### src/rtl/fifo_rd_ctrl.sv
// Read-side controller of the asynchronous FIFO: read pointer, empty flag and level,
// plus a one-entry registered output stage with a valid/ready handshake.
module fifo_rd_ctrl #(
  parameter int DATA_WIDTH = 8,
  parameter int ADDR_WIDTH = 4
) (
  input  logic                  r_clk,
  input  logic                  r_rst_n,
  input  logic [ADDR_WIDTH:0]   rq2_wptr,
  output logic [ADDR_WIDTH:0]   r_ptr,
  output logic [ADDR_WIDTH-1:0] r_addr,
  input  logic [DATA_WIDTH-1:0] mem_rdata,
  output logic                  r_empty,
  output logic [ADDR_WIDTH:0]   r_level,
  output logic                  out_valid,
  input  logic                  out_ready,
  output logic [DATA_WIDTH-1:0] out_data
);

  localparam int PW = ADDR_WIDTH + 1;

  typedef enum logic {IDLE = 1'b0, HOLD = 1'b1} state_e;

  state_e                state_q, state_d;
  logic [PW-1:0]         r_bin_q, r_bin_d;
  logic [PW-1:0]         r_ptr_q, r_gray_d;
  logic [PW-1:0]         r_level_q, r_level_d;
  logic                  r_empty_q, r_empty_d;
  logic [DATA_WIDTH-1:0] out_data_q, out_data_d;
  logic [PW-1:0]         wptr_bin;
  logic                  pop;

  // Each binary bit is the XOR of all gray bits at and above it.
  for (genvar gi = 0; gi < PW; gi++) begin : g_gray2bin
    assign wptr_bin[gi] = ^(rq2_wptr >> gi);
  end

  assign pop = !r_empty_q && (state_q == IDLE || out_ready);

  always_comb begin
    r_bin_d = r_bin_q;
    if (pop) begin
      r_bin_d = r_bin_q + PW'(1);
    end
    r_gray_d   = r_bin_d ^ (r_bin_d >> 1);
    r_empty_d  = (r_gray_d == rq2_wptr);
    r_level_d  = wptr_bin - r_bin_d;
    out_data_d = pop ? mem_rdata : out_data_q;
  end

  always_ff @(posedge r_clk or negedge r_rst_n) begin
    if (!r_rst_n) begin
      state_q <= IDLE;
    end else begin
      state_q <= state_d;
    end
  end

  always_comb begin
    state_d = state_q;
    case (state_q)
      IDLE:    if (pop) state_d = HOLD;
      HOLD:    if (!pop && out_ready) state_d = IDLE;
      default: state_d = IDLE;
    endcase
  end

  always_comb begin
    out_valid = (state_q == HOLD);
  end

  // r_ptr must come straight from a flop: it crosses into the write domain.
  always_ff @(posedge r_clk or negedge r_rst_n) begin
    if (!r_rst_n) begin
      r_bin_q    <= '0;
      r_ptr_q    <= '0;
      r_empty_q  <= 1'b1;
      r_level_q  <= '0;
      out_data_q <= '0;
    end else begin
      r_bin_q    <= r_bin_d;
      r_ptr_q    <= r_gray_d;
      r_empty_q  <= r_empty_d;
      r_level_q  <= r_level_d;
      out_data_q <= out_data_d;
    end
  end

  assign r_ptr    = r_ptr_q;
  assign r_addr   = r_bin_q[ADDR_WIDTH-1:0];
  assign r_empty  = r_empty_q;
  assign r_level  = r_level_q;
  assign out_data = out_data_q;

endmodule

### config.mk
export PLATFORM = sky130hd
export DESIGN_NAME = fifo_rd_ctrl
export DESIGN_NICKNAME = d
export VERILOG_FILES = /design/src/rtl/fifo_rd_ctrl.sv
export SDC_FILE = /design/constraint.sdc
export NUM_CORES = 1
export LEC_CHECK = 0
export ABC_AREA = 1
export BUFFER_PORTS_ARGS = -buffer_cell sky130_fd_sc_hd__buf_2
export CORE_UTILIZATION = 50
export DETAILED_ROUTE_END_ITERATION = 12
export PLACE_DENSITY = 0.88
export SYNTH_ARGS = -nofsm -noshare
export SYNTH_HDL_FRONTEND = slang
export SYNTH_SLANG_ARGS = --single-unit
### constraint.sdc
create_clock -name r_clk -period 2.38 [get_ports r_clk]
set_input_delay 0.357 -clock r_clk [delete_from_list [all_inputs] [get_ports r_clk]]
set_output_delay 0.357 -clock r_clk [all_outputs]
set_load 0.05 [all_outputs]
==> Word-level counts from Yosys, hierarchy flattened <==
Index checks and enable logic that the tools add are counted.
{ "op_classes": {"eq_ne": 1, "n_addsub": 2, "mux": 4, "n_reduce_logical": 10, "bitwise": 2} }
{ "ops": {"columns": ["cell", "count"], "rows": [
  ["$reduce_xor 5->1", 5],
  ["$add 5x1->5 const B", 1],
  ["$eq 5x5->1", 1],
  ["$mux 5", 1],
  ["$sub 5x5->5", 1],
  ["$xor 5x4->5", 1],
  ["$logic_and 1x1->1", 2],
  ["$logic_not 1->1", 2],
  ["$mux 1", 2],
  ["$pmux 1 s2", 1],
  ["$logic_or 1x1->1", 1],
  ["$not 1->1", 1]
]} }
{ "word_totals": {"reg_bits": 25, "out_inout_bits": 24, "input_bits": 16} }

==> Longest topological paths before layout <==
{ "logic_depth": {"ltp_word": 7, "depth_mapped": 13, "depth_no_buf": 13} }

==> Least setup slack after synthesis <==
No wires, ideal clock.
{ "synth_path": {"path_kind": "register to register", "start": "register state_q (netlist: out_valid)", "end": "register r_level_q[4] (netlist: r_level[4])", "required_ns": 2.264, "period_less_slack_ns": 2.231, "path_slack_ns": 0.149, "stages_incl_launch_ff": 13, "n_path_buf": 0, "arrival_ns": 2.115, "path_cell_list": "dfrtp_1 -> nand2_2 -> nand2_4 -> nand2_1 -> nand2_1 -> inv_1 -> ha_1 -> fa_1 -> nand3b_1 -> nand2_2 -> nand2_1 -> nand2_1 -> nand2_1"} }
{ "synth_between": {"elab_chain_cells": 5} }
{ "synth_rtl": {"columns": ["element", "line", "rtl"], "rows": [
  ["from (decl)", "24", "state_e state_q, state_d;"],
  ["from (signal assigned)", "55", "state_q <= state_d;"],
  ["$not 1->1", "38", "assign pop = !r_empty_q && (state_q == IDLE || out_ready);"],
  ["$logic_or 1x1->1", "38", null],
  ["$logic_and 1x1->1", "38", null],
  ["$mux 5", "42", "if (pop) begin"],
  ["via r_bin_d[0]", "25", "logic [PW-1:0] r_bin_q, r_bin_d;"],
  ["$sub 5x5->5", "47", "r_level_d = wptr_bin - r_bin_d;"],
  ["via r_level_d[4]", "27", "logic [PW-1:0] r_level_q, r_level_d;"],
  ["to (signal assigned)", "84", "r_level_q <= r_level_d;"],
  ["to (decl)", "27", null]
]} }
The timed path passes the listed nets, and every way through them passes these cells.
A chain may end at the register's enable or synchronous reset.

==> Worst setup path in the final report <==
{ "layout_path": {"start": "register r_empty_q (netlist: r_empty)", "end": "register r_level_q[4] (netlist: r_level[4])"} }
{ "layout_between": {"elab_chain_cells": 4} }
{ "layout_rtl": {"columns": ["element", "line", "rtl"], "rows": [
  ["from (decl)", "28", "logic r_empty_q, r_empty_d;"],
  ["from (signal assigned)", "83", "r_empty_q <= r_empty_d;"],
  ["$logic_not 1->1", "38", null],
  ["$logic_and 1x1->1", "38", null],
  ["$mux 5", "42", null],
  ["via r_bin_d[0]", "25", null],
  ["$sub 5x5->5", "47", null],
  ["via r_level_d[4]", "27", null]
]} }
The timed path passes the listed nets, and every way through them passes these cells.

==> out/results.tsv <==
metric	value	unit
yosysSeqAreaShare	0.4345	
period_share	0.8821	
floorplan.die_area	2984	sq um
critPathTopFamily	adder cells	
fraction_of_the_mapped_netlist_area_in_simple_logic_gates	0.3776	
syn_area_per_cell	7.870	sq um
synthXorXnorAreaFrac	0.04968	
fin_hold_ws	0.2267	ns
path_cells	inv_2 > nand2_4 > nand2_1 > nand2_1 > inv_1 > ha_1 > fa_1 > nand3b_1 > nand2_2 > nand2_1 > nand2_1 > nand2_1	
r2r_setup_slack	0.28	ns
critical_path.most_common_cell	sky130_fd_sc_hd__nand2_1	
setup_viol	0	
final_routed_wire_length_divided_by_cell_count	10.89	um
hold-path-cell-count	3	
seq_area	601.8	sq um
synthToLayoutAreaGrowth	20.24	%
floorplan.rows	18	
global_route.overflow_total	0	
p_leak	0.9907	nW
synth_fp_nets	196	
grt_pass1_wl	4491	um
max_frequency	476.3	MHz
final_nets	240	
ctsLongestPathBuffers	2	
synth_compound_gate_area_share	0.01536	
first_global_vias	1064	
globalRouteTotalUtil	0.2154	
yosys-mux-area-fraction	0	
number_of_hold_violations_in_the_final_report	0	
worst_slew_pin_slew	0.5241	ns
crit_path_end_kind	register	
boundaryPins	40	
commonest_non_fill_non_tap_cells_in_the_layout	sky130_fd_sc_hd__nand2_1, sky130_fd_sc_hd__buf_2, sky130_fd_sc_hd__dfrtp_1, sky130_fd_sc_hd__inv_1, sky130_fd_sc_hd__nand3_1	
final.min_clock_period	2.099	ns
clock_tree.htree_level_count	1	
cap_viol_max_count	0	
synth_top_family_by_area	simple AND/OR/NAND/NOR gates	
cp_data_arrival_time	2.33	ns
maximum_net_fanout_on_the_critical_path	4	
cts.clk_slew.worst_paths	0.13	ns
start_util	0.5442	
crit_type	reg2reg	
power.density	1559	nW/um^2
timing.critical_path.buf_inv	2	
antenna_cells	0	
reg2regPathDepth	12	
die_width	54.63	um
clk_latency	0.32	ns
max-slew-margin-rel	0.6506	
worst_ep_required_time	2.61	ns
place.port_buffers	39	
synth_seq_cells	24	
filler_cell_count	220	
fin_max_slew_vios	0	
antenna_found_initial	0	
postSynthCellCount	176	
grt_max_degree	25	
detailedRoute.firstPassIterationCount	4	
vdd.ir_drop.worst	1058	uV
outcome	complete, no violations	
tritoncts	done	
remaining_antenna_violation_count_after_routing	0	
design.core.area	2545	sq um
cp.depth	12	
timing.critical_path.slowest_cell_delay	0.61	ns
unrepaired_setup_endpoints_after_global_routing	no	
chipHeight	54.63	um
yosysWarnings	0	
cts-buffers-inserted	3	
clock-skew-final	0.001164	ns
cts-root-buf	sky130_fd_sc_hd__clkbuf_4	
dr_vias	1196	
cp-start-kind	register	
netlist-cell-type-count	21	
drt_iter0_drc	24	
drive_gt1_frac	0.3105	
count_of_instances_resized_after_the_clock_tree_is_built	0	
drt-vias-per-instance	4.803	
mostFrequentLayoutCell	sky130_fd_sc_hd__nand2_1	
tns	0	ns
core_util_final	0.6544	
hold_path.class	in2reg	
post_synth_adder_cell_area	0.04155	
multi_input_logic_area	670.6	sq um
netlist_area	1385	sq um
gp_routability_congestion	0.8178	
drt_wl_total	2712	um
detailed_place_hpwl	2034	um
crit_slowest_cell	sky130_fd_sc_hd__dfstp_2	
clock_sinks	24	
detail_route.drc_violations	0	
[worst min-delay path: cells and delay by family]
kind,cells,cell delay (ns)
buf+inv,1,0.07
simple gates,2,0.09
[cell families (layout without fill, tap and decap cells)]
group,Yosys count,after routing
adder cells (fa/ha/maj),4,4
AO/OA/AOI/OAI,2,2
flip-flops,24,24
buffers and inverters,25,68
XOR/XNOR,7,7
AND/OR/NAND/NOR,114,114
[registers in the layout, summed over array words and instances (netlist names)]
register,cells
r_bin_q,5
r_level,5
r_ptr,4
out_data,8
r_empty,1
out_valid,1
[path summary, 6_finish.rpt]
kind	endpoint	from
setup / recovery	r_level[4]$_DFF_PN0_	r_empty$_DFF_PN1_
hold / removal	out_data[5]$_DFFE_PN0N_	mem_rdata[5]
setup reg to reg	r_level[4]$_DFF_PN0_	r_empty$_DFF_PN1_
hold reg to reg	out_data[7]$_DFFE_PN0N_	out_data[7]$_DFFE_PN0N_
max in group asynchronous	r_empty$_DFF_PN1_	r_rst_n
min in group asynchronous	out_data[2]$_DFFE_PN0N_	r_rst_n
[routing by layer]
layer	track usage	vias up	part of all wire
met5	0	-	0
met4	0.08974	0	0.015
met3	0.03333	5	0.051
met2	0.3474	37	0.47
met1	0.2845	533	0.46
li1	-	621	-
[where the power goes]
group	switching, mW	internal (mW)	total, mW
Sequential	0.111	0.575	0.685
Clock	0.124	0.170	0.295
Combinational	1.18	0.433	1.62
[stage by stage]
stage	setup slack, ns	area [sq um]	total power, mW	cells
finish	0.2807	1665	2.596	249
global route	0.1451	1665	2.820	249
CTS	0.2596	1665	2.622	249
detailed placement	0.09152	1603	2.311	244
global placement	0.1336	1603	2.279	244
floorplan	0.1488	1385	1.985	176
[synth_stat cells]
master | n | area [sq um]
sky130_fd_sc_hd__inv_2 | 5 | 18.77
sky130_fd_sc_hd__nand3_2 | 1 | 10.01
sky130_fd_sc_hd__fa_1 | 1 | 20.02
sky130_fd_sc_hd__xor2_1 | 5 | 43.79
sky130_fd_sc_hd__ha_1 | 3 | 37.54
sky130_fd_sc_hd__nand3b_1 | 2 | 15.01
sky130_fd_sc_hd__inv_1 | 17 | 63.81
sky130_fd_sc_hd__nand3_1 | 13 | 65.06
sky130_fd_sc_hd__dfrtp_1 | 23 | 575.6
sky130_fd_sc_hd__dfstp_2 | 1 | 26.28
sky130_fd_sc_hd__a21oi_4 | 1 | 16.27
sky130_fd_sc_hd__nand2_2 | 9 | 56.30
sky130_fd_sc_hd__nand2_1 | 79 | 296.5
sky130_fd_sc_hd__buf_4 | 1 | 7.510
sky130_fd_sc_hd__xnor2_1 | 1 | 8.760
sky130_fd_sc_hd__buf_6 | 2 | 22.52
sky130_fd_sc_hd__nand2_4 | 5 | 56.30
sky130_fd_sc_hd__o21ai_1 | 1 | 5.000
sky130_fd_sc_hd__nand4_1 | 2 | 12.51
sky130_fd_sc_hd__nor2_1 | 3 | 11.26
sky130_fd_sc_hd__xnor2_2 | 1 | 16.27
[layout make-up]
cell class              instances  area share
multi-input cells             127      0.4027
clock inverters                 1     0.01803
clock buffers                   3     0.01352
well taps                      30     0.02254
flip-flops and latches         24      0.3614
inverters                      22     0.04959
repair buffers                 42      0.1322
[repair_timing]
item	4_1_cts	5_1_grt
hold endpoints to repair	8	0
buffers inserted	0	0
hold buffers	1	0
Note: power is estimated with default switching activity, not from simulation.
